[src/rtl/ddr4_cmd_scheduler.sv]
// Two-port DDR4 command scheduler: open-page bank tracking, tRP/tRCD/tCCD spacing,
// round-robin read/write arbitration and periodic PREA+REF. Optional: AUTO_PRECHARGE_EN.
module ddr4_cmd_scheduler #(
  parameter int unsigned T_RCD  = 4,
  parameter int unsigned T_RP   = 4,
  parameter int unsigned T_CCD  = 2,
  parameter int unsigned T_RFC  = 32,
  parameter int unsigned T_REFI = 1000,
  parameter int unsigned CNT_W  = 10
) (
  input  logic        clk,
  input  logic        rst_n,
  input  logic        rd_valid,
  output logic        rd_ready,
  input  logic [1:0]  rd_bg,
  input  logic [1:0]  rd_ba,
  input  logic [16:0] rd_row,
  input  logic [9:0]  rd_col,
  input  logic        wr_valid,
  output logic        wr_ready,
  input  logic [1:0]  wr_bg,
  input  logic [1:0]  wr_ba,
  input  logic [16:0] wr_row,
  input  logic [9:0]  wr_col,
  output logic        CS_n,
  output logic        ACT_n,
  output logic [16:0] adr,
  output logic [1:0]  ba,
  output logic [1:0]  bg,
  output logic        refresh_pending,
  output logic        busy
);

  typedef enum logic [3:0] {
    StIdle, StPre, StWaitRp, StAct, StWaitRcd, StCas,
    StRefPrea, StRefWaitRp, StRef, StRefWaitRfc
  } state_e;

  // Wait states last (load + 1) cycles before the next command state.
  localparam logic [CNT_W-1:0] LP_RP_LD   = CNT_W'(T_RP - 2);
  localparam logic [CNT_W-1:0] LP_RCD_LD  = CNT_W'(T_RCD - 2);
  localparam logic [CNT_W-1:0] LP_RFC_LD  = CNT_W'(T_RFC - 1);
  localparam logic [CNT_W-1:0] LP_CCD_LD  = CNT_W'(T_CCD - 1);
  localparam logic [CNT_W-1:0] LP_REFI_LD = CNT_W'(T_REFI - 1);
`ifdef AUTO_PRECHARGE_EN
  localparam logic             LP_AP      = 1'b1;
  localparam logic [CNT_W-1:0] LP_AP_LD   = CNT_W'(T_RP - 1);
`else
  localparam logic             LP_AP      = 1'b0;
`endif

  state_e            r_state, w_state_nxt;
  logic [15:0]       r_open;
  logic [16:0]       r_open_row [16];
  logic              r_is_wr;
  logic [1:0]        r_ba, r_bg;
  logic [16:0]       r_req_row;
  logic [9:0]        r_req_col;
  logic [CNT_W-1:0]  r_wait, w_wait_nxt;
  logic [CNT_W-1:0]  r_ccd;
  logic [CNT_W-1:0]  r_refi;
  logic              r_pending;
  logic              r_rr_rd;
`ifdef AUTO_PRECHARGE_EN
  logic [CNT_W-1:0]  r_ap_wait;
`endif

  logic              w_grant, w_grant_wr;
  logic [1:0]        w_sel_ba, w_sel_bg;
  logic [16:0]       w_sel_row;
  logic [3:0]        w_sel_bank, w_bank;
  logic              w_do_act, w_do_pre, w_do_cas, w_clr_all, w_ref_issue;
  logic              w_act_ok, w_any_open;

  assign w_grant_wr = wr_valid & (~rd_valid | ~r_rr_rd);
  assign w_sel_ba   = w_grant_wr ? wr_ba  : rd_ba;
  assign w_sel_bg   = w_grant_wr ? wr_bg  : rd_bg;
  assign w_sel_row  = w_grant_wr ? wr_row : rd_row;
  assign w_sel_bank = {w_sel_ba, w_sel_bg};
  assign w_bank     = {r_ba, r_bg};
  assign w_any_open = |r_open;
  assign busy       = (r_state != StIdle);
  assign refresh_pending = r_pending;

`ifdef AUTO_PRECHARGE_EN
  assign w_act_ok = (r_ap_wait == '0);
`else
  assign w_act_ok = 1'b1;
`endif

  always_comb begin
    w_state_nxt = r_state;
    w_wait_nxt  = (r_wait != '0) ? r_wait - 1'b1 : r_wait;
    CS_n        = 1'b1;
    ACT_n       = 1'b1;
    adr         = 17'h1C000;
    ba          = 2'b00;
    bg          = 2'b00;
    rd_ready    = 1'b0;
    wr_ready    = 1'b0;
    w_grant     = 1'b0;
    w_do_act    = 1'b0;
    w_do_pre    = 1'b0;
    w_do_cas    = 1'b0;
    w_clr_all   = 1'b0;
    w_ref_issue = 1'b0;
    unique case (r_state)
      StIdle: begin
        if (r_pending) begin
          w_state_nxt = w_any_open ? StRefPrea : StRef;
        end else if (rd_valid || wr_valid) begin
          w_grant = 1'b1;
          if (r_open[w_sel_bank] && (r_open_row[w_sel_bank] == w_sel_row)) begin
            w_state_nxt = StCas;
          end else if (r_open[w_sel_bank]) begin
            w_state_nxt = StPre;
          end else begin
            w_state_nxt = StAct;
          end
        end
      end
      StPre: begin
        CS_n        = 1'b0;
        adr         = 17'h08000;
        ba          = r_ba;
        bg          = r_bg;
        w_do_pre    = 1'b1;
        w_wait_nxt  = LP_RP_LD;
        w_state_nxt = StWaitRp;
      end
      StWaitRp: if (r_wait == '0) w_state_nxt = StAct;
      StAct: begin
        if (w_act_ok) begin
          CS_n        = 1'b0;
          ACT_n       = 1'b0;
          adr         = r_req_row;
          ba          = r_ba;
          bg          = r_bg;
          w_do_act    = 1'b1;
          w_wait_nxt  = LP_RCD_LD;
          w_state_nxt = StWaitRcd;
        end
      end
      StWaitRcd: if (r_wait == '0) w_state_nxt = StCas;
      StCas: begin
        if (r_ccd == '0) begin
          CS_n        = 1'b0;
          adr         = {2'b10, ~r_is_wr, 3'b000, LP_AP, r_req_col};
          ba          = r_ba;
          bg          = r_bg;
          rd_ready    = ~r_is_wr;
          wr_ready    = r_is_wr;
          w_do_cas    = 1'b1;
          w_state_nxt = StIdle;
        end
      end
      StRefPrea: begin
        CS_n        = 1'b0;
        adr         = 17'h08400;
        w_clr_all   = 1'b1;
        w_wait_nxt  = LP_RP_LD;
        w_state_nxt = StRefWaitRp;
      end
      StRefWaitRp: if (r_wait == '0) w_state_nxt = StRef;
      StRef: begin
        if (w_act_ok) begin
          CS_n        = 1'b0;
          adr         = 17'h04000;
          w_clr_all   = 1'b1;
          w_ref_issue = 1'b1;
          w_wait_nxt  = LP_RFC_LD;
          w_state_nxt = StRefWaitRfc;
        end
      end
      StRefWaitRfc: if (r_wait == '0) w_state_nxt = StIdle;
      default: w_state_nxt = StIdle;
    endcase
  end

  always_ff @(posedge clk or negedge rst_n) begin
    if (!rst_n) begin
      r_state <= StIdle;
      r_wait  <= '0;
      r_ccd   <= '0;
    end else begin
      r_state <= w_state_nxt;
      r_wait  <= w_wait_nxt;
      if (w_do_cas)          r_ccd <= LP_CCD_LD;
      else if (r_ccd != '0)  r_ccd <= r_ccd - 1'b1;
    end
  end

  always_ff @(posedge clk or negedge rst_n) begin
    if (!rst_n) begin
      r_is_wr   <= 1'b0;
      r_ba      <= 2'b00;
      r_bg      <= 2'b00;
      r_req_row <= '0;
      r_req_col <= '0;
      r_rr_rd   <= 1'b1;
    end else if (w_grant) begin
      r_is_wr   <= w_grant_wr;
      r_ba      <= w_sel_ba;
      r_bg      <= w_sel_bg;
      r_req_row <= w_sel_row;
      r_req_col <= w_grant_wr ? wr_col : rd_col;
      // Whoever just won yields priority to the other port.
      r_rr_rd   <= w_grant_wr;
    end
  end

  always_ff @(posedge clk or negedge rst_n) begin
    if (!rst_n) begin
      r_open <= '0;
      for (int i = 0; i < 16; i++) r_open_row[i] <= '0;
    end else if (w_clr_all) begin
      r_open <= '0;
    end else if (w_do_pre) begin
      r_open[w_bank] <= 1'b0;
    end else if (w_do_act) begin
      r_open[w_bank]     <= 1'b1;
      r_open_row[w_bank] <= r_req_row;
    end else if (w_do_cas && LP_AP) begin
      r_open[w_bank] <= 1'b0;
    end
  end

  // An expiry while a refresh is still owed is deliberately dropped.
  always_ff @(posedge clk or negedge rst_n) begin
    if (!rst_n) begin
      r_refi    <= LP_REFI_LD;
      r_pending <= 1'b0;
    end else begin
      r_refi <= (r_refi == '0) ? LP_REFI_LD : r_refi - 1'b1;
      if (w_ref_issue)        r_pending <= 1'b0;
      else if (r_refi == '0)  r_pending <= 1'b1;
    end
  end

`ifdef AUTO_PRECHARGE_EN
  always_ff @(posedge clk or negedge rst_n) begin
    if (!rst_n) begin
      r_ap_wait <= '0;
    end else if (w_do_cas) begin
      r_ap_wait <= LP_AP_LD;
    end else if (r_ap_wait != '0) begin
      r_ap_wait <= r_ap_wait - 1'b1;
    end
  end
`endif

endmodule

[config.mk]
export PLATFORM = sky130hd
export DESIGN_NAME = ddr4_cmd_scheduler
export DESIGN_NICKNAME = d
export VERILOG_FILES = /design/src/rtl/ddr4_cmd_scheduler.sv
export SDC_FILE = /design/constraint.sdc
export NUM_CORES = 1
export LEC_CHECK = 0
export CAP_MARGIN = 0
export CORE_ASPECT_RATIO = 1.5
export CORE_MARGIN = 2
export CORE_UTILIZATION = 25
export DETAILED_ROUTE_END_ITERATION = 8
export HOLD_SLACK_MARGIN = 0.05
export PLACE_DENSITY_LB_ADDON = 0.25
export SLEW_MARGIN = 20
export SYNTH_ARGS = -nofsm -noshare
export SYNTH_HDL_FRONTEND = slang
export SYNTH_SLANG_ARGS = --single-unit
[constraint.sdc]
create_clock -name clk -period 3.8 [get_ports clk]
set_input_delay 0.57 -clock clk [delete_from_list [all_inputs] [get_ports clk]]
set_output_delay 0.57 -clock clk [all_outputs]
set_load 0.02 [all_outputs]
[Word-level counts from Yosys, hierarchy flattened]
Index checks and enable logic that the tools add are counted.
Operators by class
  add/sub/neg operators: 3
  multipliers: 0
  div/mod/pow operators: 0
  $lt $le $gt $ge: 6
  equal/unequal tests: 16
  shift-type cells: 0
  multiplexer cells: 57
  bitwise gates (word level): 12
  reduce and logical (&&, ||, !) cells: 22
Operators by type and width (number)
  272-bit bitwise mux: 1
  17-bit case mux with 5 select lines: 1
  17-bit binary-select mux with 4-bit select: 1
  17-bit demux with 4-bit select: 1
  17-bit two-way mux: 4
  16-bit two-way mux: 4
  10-bit two-way mux: 5
  4-bit case mux with 10 select lines: 1
  4-bit two-way mux: 8
  10-bit zero test: 3
  10-bit by 1-bit subtractor with 10-bit output, second input constant: 3
  10-bit case mux with 2 select lines: 1
  10-bit nonzero test: 2
  1-bit two-way mux: 19
  17-bit equality test: 1
  16-bit AND: 1
  4-bit by 3-bit equality test with 1-bit output, second input constant: 4
  16-bit NOT: 1
  16-bit OR: 1
  16-bit OR reduction: 1
  5-bit greater-or-equal comparator, second input constant: 2
  4-bit by 5-bit less-than comparator with 1-bit output, second input constant: 2
  2-bit two-way mux: 5
  2-bit != test, second input constant: 5
  26 further kinds: 39
Word-level totals
  register bits after elaboration: 356
  bits in latches: 0
  RAM bits: 0
  bits in read-only memories: 0
  input bits: 66
  output and inout port bits: 27
  word-level logic and storage cells: 144
  memories kept: 0

[Longest topological paths before layout]
Gate-level depths: netlist of run 1.
  depth in word-level cells: 14
  gate-level depth with buffers: 14
  mapped depth without buffers: 11

[Worst setup path after synthesis of run 1]
No wires, ideal clock.
  path kind: input to register
  from: input wr_bg[0]
  to: register r_state[2]
  setup time: 0.095 ns
  arrival: 3.323 ns
  data required time: 3.705 ns
  slack: 0.382 ns
  cell stages on the path: 14
  buffers on the path: 5
  cells stage by stage: clkbuf_1 > and2_1 > a22o_1 > buf_4 > buf_2 > buf_2 > buf_1 > a21oi_1 > a22oi_1 > nor3_1 > a2111oi_0 > o22ai_1 > a2111o_1 > o31ai_1
On the way
  cells in the longest elaborated chain, start to end: 11
  elaborated cells between the ends (all ways): 13
  classes of those cells: 1 x eq/ne; 10 x mux; 1 x bitwise; 1 x reduce/logical
Ends and longest elaborated chain
  start, declared: line 21  | input logic [1:0] wr_bg,
  2-bit two-way mux *: line 77  | assign w_sel_bg = w_grant_wr ? wr_bg : rd_bg;
  4-bit NOT with 5-bit output (not written as such): line 113  | if (r_open[w_sel_bank] && (r_open_row[w_sel_bank] == w_sel_row)) begin
  17-bit binary-select mux with 4-bit select: line 113
  17-bit two-way mux (not written as such) (2 in a row): line 113
  17-bit equality test: line 113
  1-bit logical AND *: line 113
  3-bit two-way mux *: line 113
  4-bit two-way mux *: line 111  | end else if (rd_valid || wr_valid) begin
  4-bit two-way mux *: line 109  | if (r_pending) begin
  4-bit case mux with 10 select lines *: line 107  | unique case (r_state)
  end signal, assigned: line 182  | r_state <= StIdle;
  end signal, assigned: line 186  | r_state <= w_state_nxt;
  end, declared: line 52  | state_e r_state, w_state_nxt;
Every way passes the cells marked *; elsewhere a longest branch is shown, timed or not. The select of a mux whose other input is x is not followed.
A chain may end at the register's enable or synchronous reset.

[Worst setup path after layout of run 1]
  from: register r_ccd[0]
  to: output adr[3]
On the way
  cells in the longest elaborated chain, start to end: 3
Ends and longest elaborated chain
  start, declared: line 60  | logic [CNT_W-1:0] r_ccd;
  start signal, assigned: line 189  | else if (r_ccd != '0) r_ccd <= r_ccd - 1'b1;
  10-bit zero test: line 146  | if (r_ccd == '0) begin
  16-bit two-way mux: line 146
  17-bit case mux with 5 select lines: line 107
  end, declared: line 27  | output logic [16:0] adr,
No other way between the ends.

==> flow_summary.yaml, run 1 <==
synth:
  synth_top_cell_by_area: "dfrtp_1"
  syn_area_um2: 17800
  synth-edff-count: 0
  synthTopCellsByArea: "dfrtp_1 49%, mux2_2 18%, mux2i_1 5.0%, a21oi_1 3.4%, nand2_1 3.3%"
  avgSynthCellArea_um2: 11.3
  ys_seq_area_share_pct: 50.1
  async_reset_ff_share_pct: 100
  synth-seq-cells: 356
  synth_top_area_share_pct: 48.7
  synth_cell_types: 67
  synth_warnings: 0
  syn-num-nets: 1652
  synthCells: 1583
  synth_ff_type: "dfrtp_1"
critical_path:
  r2r_end: "r_state[2]$_DFFE_PN0P_"
  critPathMaxFanout: 12
  crit_buf_inv: 3
  crit_family: "buffers and inverters"
  reg2reg_from: "r_ccd[0]$_DFFE_PN0P_"
  crit_arrival_ps: 3090
  cp-endpoint: "adr[3]"
  cp-start-kind: "flop"
  cpPeakStageDelay_ps: 610
  r2r_slack_ps: 280
  endpoint_kind: "output port"
  crit_cells: 9
  crit_slowest_cell: "clkdlybuf4s50_1"
  worstPathRequired_ps: 3230
  criticalPathCategory: "reg -> out"
  ff2ff_path_depth: 13
  crit_start: "r_ccd[0]$_DFFE_PN0P_"
  crit_chain: "inv_1 -> ha_1 -> or3b_1 -> nor3_2 -> nand2_2 -> nor2_1 -> buf_4 -> a22o_1 -> clkdlybuf4s50_1"
timing:
  period_share_pct: 96.2
  relSlewSlack_pct: 20.4
  worstMarginPinSlew_ps: 1190
  setup_tns_ps: 0
  worst_slack_ps: 144
  report.final.slew_viol_count: 0
  skew_ps: 25.4
  setup_viol: 0
  rsz0062_at_grt: "false"
  max_freq_mhz: 274
  hold_viol: 0
  period_needed_ps: 3660
drt:
  wirelength_mm: 60.7
  drc: 0
  drtIter0Drc: 858
  viasPerCell: 5.01
  dr.pass1.iters: 5
  ant_nets: 0
  routedWlPerCell_um: 22.6
  vias: 13484
die:
  io-pin-count: 93
  core_area_um2: 70400
  start_util_pct: 25.3
  chipWidth_um: 222
  die-area_um2: 73500
  die_y_um: 331
  num_rows: 119
global_route:
  antenna_found_initial: 1
  gr-total-overflow: 0
  grt_usage_pct: 16.5
  first_global_vias: 13902
  grt_pass1_wl_mm: 91.8
  grt_max_degree: 92
power:
  ir_drop_v: 0.000331
  power_density_nw_per_um2: 733
  switching_share_pct: 36.4
  p_int_mw: 10.4
  clockPowerShare_pct: 25.2
  p_leak_nw: 10.0
  power_frac_seq_pct: 40.3
  combPwrFrac_pct: 34.4
  finalPower_mw: 16.3
  p_switching_mw: 5.94
placed_design:
  place_ws_ps: -439
  dpl_cell_area_um2: 20800
  post-dp-hpwl_mm: 41.7
  finalWeightedCongestion: 0.853
  port_buffers: 92
final_layout:
  final_util_pct: 31.6
  stdcell_area_um2: 22200
  antenna_cells: 0
  regArea_um2: 8920
  synthToLayoutAreaGrowth_pct: 24.8
  layout.nets: 1824
  drive_above_1_share_pct: 31.1
  multi_input_area_um2: 8440
  n_fill_cell: 7188
clock_tree:
  cts_buffers: 39
  root_buffer: "clkbuf_16"
  clock-sinks: 356
  cts_max_level: 2
  cts_tree: "done"
  clk_latency_ps: 560
  clock_path_buffers: 3
  clkSlewWorstSetupHoldPaths_ps: 60
worst_hold_path:
  hp-class: "reg -> reg"
run:
  drv_cap: 0
outcome:
  status: "finished, final reports clean"
## power by group through the flow
stage	combinational [mW]	clock (mW)	sequential, mW
final	5.62	4.11	6.58
after global routing	6.11	4.34	6.78
after CTS	5.67	4.21	6.57
after detailed placement	5.64	0	6.62
after global placement	5.54	0	6.57
after floorplan	4.04	0	5.83
## registers in the layout, indices dropped and copies added (netlist names)
signal           flops
r_open_row         272
r_req_row           17
r_open              16
r_ccd               10
r_refi              10
r_req_col           10
r_wait              10
r_state              4
r_ba                 2
r_bg                 2
r_is_wr              1
r_rr_rd              1
refresh_pending      1
## per-layer routing
layer	wire length [um]	track usage, %	vias up
met5	0	0	-
met4	1760	5.26	0
met3	2080	1.63	95
met2	31500	30.1	352
met1	25400	20.4	6925
li1	-	-	6112
## Yosys cell counts (all sizes together), types with 18 or more instances
library cell,number
mux2,286
a22oi,18
nor2,76
mux2i,89
dfrtp,347
a21oi,121
o21ai,19
buf,33
nand2,158
a221oi,26
xor2,19
clkbuf,87
xnor2,25
a211oi,19
nor3,37
## placed cells by master (no fill, tap or decap), types with 10 or more instances in the layout
master and count:
dfrtp_1 347, mux2_2 284, nand2_1 154, buf_4 145, a21oi_1 121, mux2i_1 87, clkdlybuf4s50_1 82, nor2_1 76
clkbuf_16 40, nor3_1 30, xnor2_1 25, a221oi_1 25, xor2_1 19, o21ai_0 19, a211oi_1 19, a22oi_1 16
a31oi_1 16, inv_1 15, nand3_1 14, nand2b_1 13, nor4_1 12, a22o_1 12, o31ai_1 12, buf_12 12
and2_1 11, clkbuf_8 10, clkinv_2 10
## what timing repair did
action                                 CTS  global route
setup buffers                            2             0
hold buffers                             1             0
setup endpoints to repair               16            10
gates resized for setup                  3            13
endpoints found under the hold margin   14             0
## per-stage QoR
stage	instances	hold slack, ps
2_1_floorplan	1583	274
3_3_place_gp	2618	461
3_5_place_dp	2618	462
4_1_cts	2693	477
5_1_grt	2693	492
6_report	2693	472
## worst min-delay path by stage
| stage | startpoint | endpoint | slack [ps] | cells past startpoint |
|---|---|---|---|---|
| final | r_refi[0]$_DFF_PN1_ | r_refi[0]$_DFF_PN1_ | 470 | 1 |
| after global routing | r_refi[0]$_DFF_PN1_ | r_refi[0]$_DFF_PN1_ | 490 | 1 |
| after CTS | r_refi[0]$_DFF_PN1_ | r_refi[0]$_DFF_PN1_ | 480 | 1 |
| after detailed placement | r_refi[0]$_DFF_PN1_ | r_refi[0]$_DFF_PN1_ | 460 | 1 |
| after global placement | r_refi[0]$_DFF_PN1_ | r_refi[0]$_DFF_PN1_ | 460 | 1 |
| after floorplan | rst_n | r_ba[0]$_DFFE_PN0P_ | 270 | 0 |
## layout make-up
type                            instances  share of cell area (%)
Clock buffer                           54                    5.19
Clock inverter                         18                    1.05
Inverter                               16                   0.270
Multi-Input combinational cell       1091                    38.0
Sequential cell                       356                    40.1
Tap cell                              907                    5.10
Timing Repair Buffer                  251                    10.3
## logic make-up after synthesis
group	count (synthesis)	synth area share, %
AOI/OAI and AO/OA	304	11.4
xor gates and xnor gates	44	2.16
adders and majority gates	3	0.211
buffers and inverters	136	3.10
DFF	356	50.1
muxes	382	24.0
and+or+nand+nor	358	9.07
Power figures use the tool's default switching activity.
==> run 2, diff against run 1 <==
CTS_CLUSTER_SIZE = 10   (was default)
GPL_ROUTABILITY_DRIVEN = 0   (was default)
==> run 2 against run 1 <==
Compared with the run above: die area stayed put; core utilization fell by 0.32 points; flip-flop and latch count did not move; non-clock buffer count is 1 lower; clock power fell by 11%; worst setup slack improved by 3.2 ps.
==> flow_summary.yaml, run 2 (same netlist as run 1, synthesis figures left out) <==
final_layout:
  most-common-layout-cells: "347 x dfrtp_1, 284 x mux2_2, 154 x nand2_1, 144 x buf_4, 121 x a21oi_1"
  reg_top3: "r_open_row: 272 flops, r_req_row: 17 flops, r_open: 16 flops"
  layout.nets: 1826
  antenna_cells: 0
  regMostFlops: "r_open_row"
  synthToLayoutAreaGrowth_pct: 23.6
  largest_reg_flops: 272
  layout_commonest_cell: "dfrtp_1"
  drive_above_1_share_pct: 30.2
run:
  drv_cap: 0
drt:
  wirelength_mm: 60.9
  dr.pass1.iters: 5
  dr.max_layer_used: "met4"
  routedWlPerCell_um: 22.7
  vias: 13470
  ant_nets: 0
  drtIter0Drc: 964
  wl_met1_mm: 25.2
  wl_met2_mm: 31.4
  wl_met3_mm: 2.57
  drc: 0
  viasPerCell: 5.03
critical_path:
  crit_cells: 9
  r2r_end: "r_state[2]$_DFFE_PN0P_"
  cp-start-kind: "flop"
  r2r_slack_ps: 340
  cp-endpoint: "adr[3]"
  ff2ff_path_depth: 9
  criticalPathCategory: "reg -> out"
  crit_chain: "inv_1 -> ha_1 -> or3b_1 -> nor3_2 -> nand2_2 -> nor2_1 -> buf_4 -> a22o_1 -> clkdlybuf4s50_1"
  cpPeakStageDelay_ps: 610
  crit_arrival_ps: 3080
  reg2reg_from: "r_wait[6]$_DFFE_PN0P_"
  crit_start: "r_ccd[0]$_DFFE_PN0P_"
  critPathMaxFanout: 12
  crit_slowest_cell: "clkdlybuf4s50_1"
  crit_buf_inv: 3
  crit_family: "buffers and inverters"
  worstPathRequired_ps: 3230
  endpoint_kind: "output port"
die:
  chipWidth_um: 222
  die-area_um2: 73500
  io-pin-count: 93
  die_y_um: 331
  start_util_pct: 25.3
  num_rows: 119
  core_area_um2: 70400
timing:
  skew_ps: 15.3
  report.final.slew_viol_count: 0
  max_freq_mhz: 274
  period_share_pct: 96.1
  hold_viol: 0
  period_needed_ps: 3650
  relSlewSlack_pct: 20.6
  setup_viol: 0
  rsz0062_at_grt: "false"
  worstMarginPinSlew_ps: 1190
  setup_tns_ps: 0
  fin_hold_ws_ps: 471
global_route:
  gr-total-overflow: 0
  first_global_vias: 13951
  antenna_found_initial: 1
  grt_pass1_wl_mm: 92.0
  grt_max_degree: 92
  grt_usage_pct: 16.5
placed_design:
  port_buffers: 92
  post-dp-hpwl_mm: 41.7
clock_tree:
  root_buffer: "clkbuf_16"
  clock-sinks: 356
  clock_path_buffers: 3
  cts_tree: "done"
  cts_max_level: 2
  clk_latency_ps: 560
  clkSlewWorstSetupHoldPaths_ps: 60
  cts_buffers: 42
power:
  power_density_nw_per_um2: 720
  p_leak_nw: 9.89
  ir_drop_v: 0.000272
worst_hold_path:
  hp-class: "reg -> reg"
  whs_path_depth: 1
outcome:
  status: "finished, final reports clean"
run 2: per-stage QoR:
stage / setup WS, ps / util, % / power (mW) / cell area (um^2) / instances
2_1_floorplan: 382 / - / 9.87 / 17800 / 1583
3_3_place_gp: -435 / 29.5 / 12.1 / 20800 / 2618
3_5_place_dp: -439 / 29.5 / 12.3 / 20800 / 2618
4_1_cts: 2.95 / 31.2 / 16.0 / 22000 / 2678
5_1_grt: 0.889 / 31.3 / 16.8 / 22000 / 2678
6_report: 147 / 31.3 / 15.9 / 22000 / 2678
run 2: power breakdown:
group	internal, mW	total, mW	switching [mW]
Sequential	5.18	6.58	1.40
Clock	2.07	3.66	1.60
Combinational	2.72	5.62	2.90
Total	9.96	15.9	5.90
run 2: repair_timing:
| action | CTS | global route |
|---|---|---|
| buffers inserted | 1 | 0 |
| gates resized for setup | 4 | 12 |
| hold buffers | 1 | 0 |
| endpoints found under the setup margin | 16 | 9 |
| endpoints found under the hold margin | 14 | 0 |
run 2: worst reg2reg max path: stages (launching register included):
cell and delay (ps):
dfrtp_1 400, or4_4 560, or3_1 330, or3_1 420, a221oi_4 350, o311ai_1 180, a2111oi_2 350, o2111ai_1 150
a2111o_1 410, o31ai_1 230
run 2: cell type report:
type / instances / area (um^2)
fill: 7221 / 48400
inverter: 16 / 60.1
timing repair buffer: 250 / 2290
clock inverter: 3 / 41.3
clock buffer: 55 / 1130
tap: 907 / 1130
sequential: 356 / 8920
multi-input combinational: 1091 / 8440
run 2: worst min-delay path by stage:
| stage | startpoint | to |
|---|---|---|
| 2_1_floorplan | rst_n | r_ba[0]$_DFFE_PN0P_ |
| 6_report | r_refi[0]$_DFF_PN1_ | r_refi[0]$_DFF_PN1_ |
| 3_3_place_gp | r_refi[0]$_DFF_PN1_ | r_refi[0]$_DFF_PN1_ |
| 4_1_cts | r_refi[0]$_DFF_PN1_ | r_refi[0]$_DFF_PN1_ |
| 5_1_grt | r_refi[0]$_DFF_PN1_ | r_refi[0]$_DFF_PN1_ |
| 3_5_place_dp | r_refi[0]$_DFF_PN1_ | r_refi[0]$_DFF_PN1_ |
run 2: routing by layer:
layer	track usage (%)	vias up
li1	-	6100
met1	20.4	6898
met2	30.2	389
met3	1.58	83
met4	5.49	0
met5	0	-
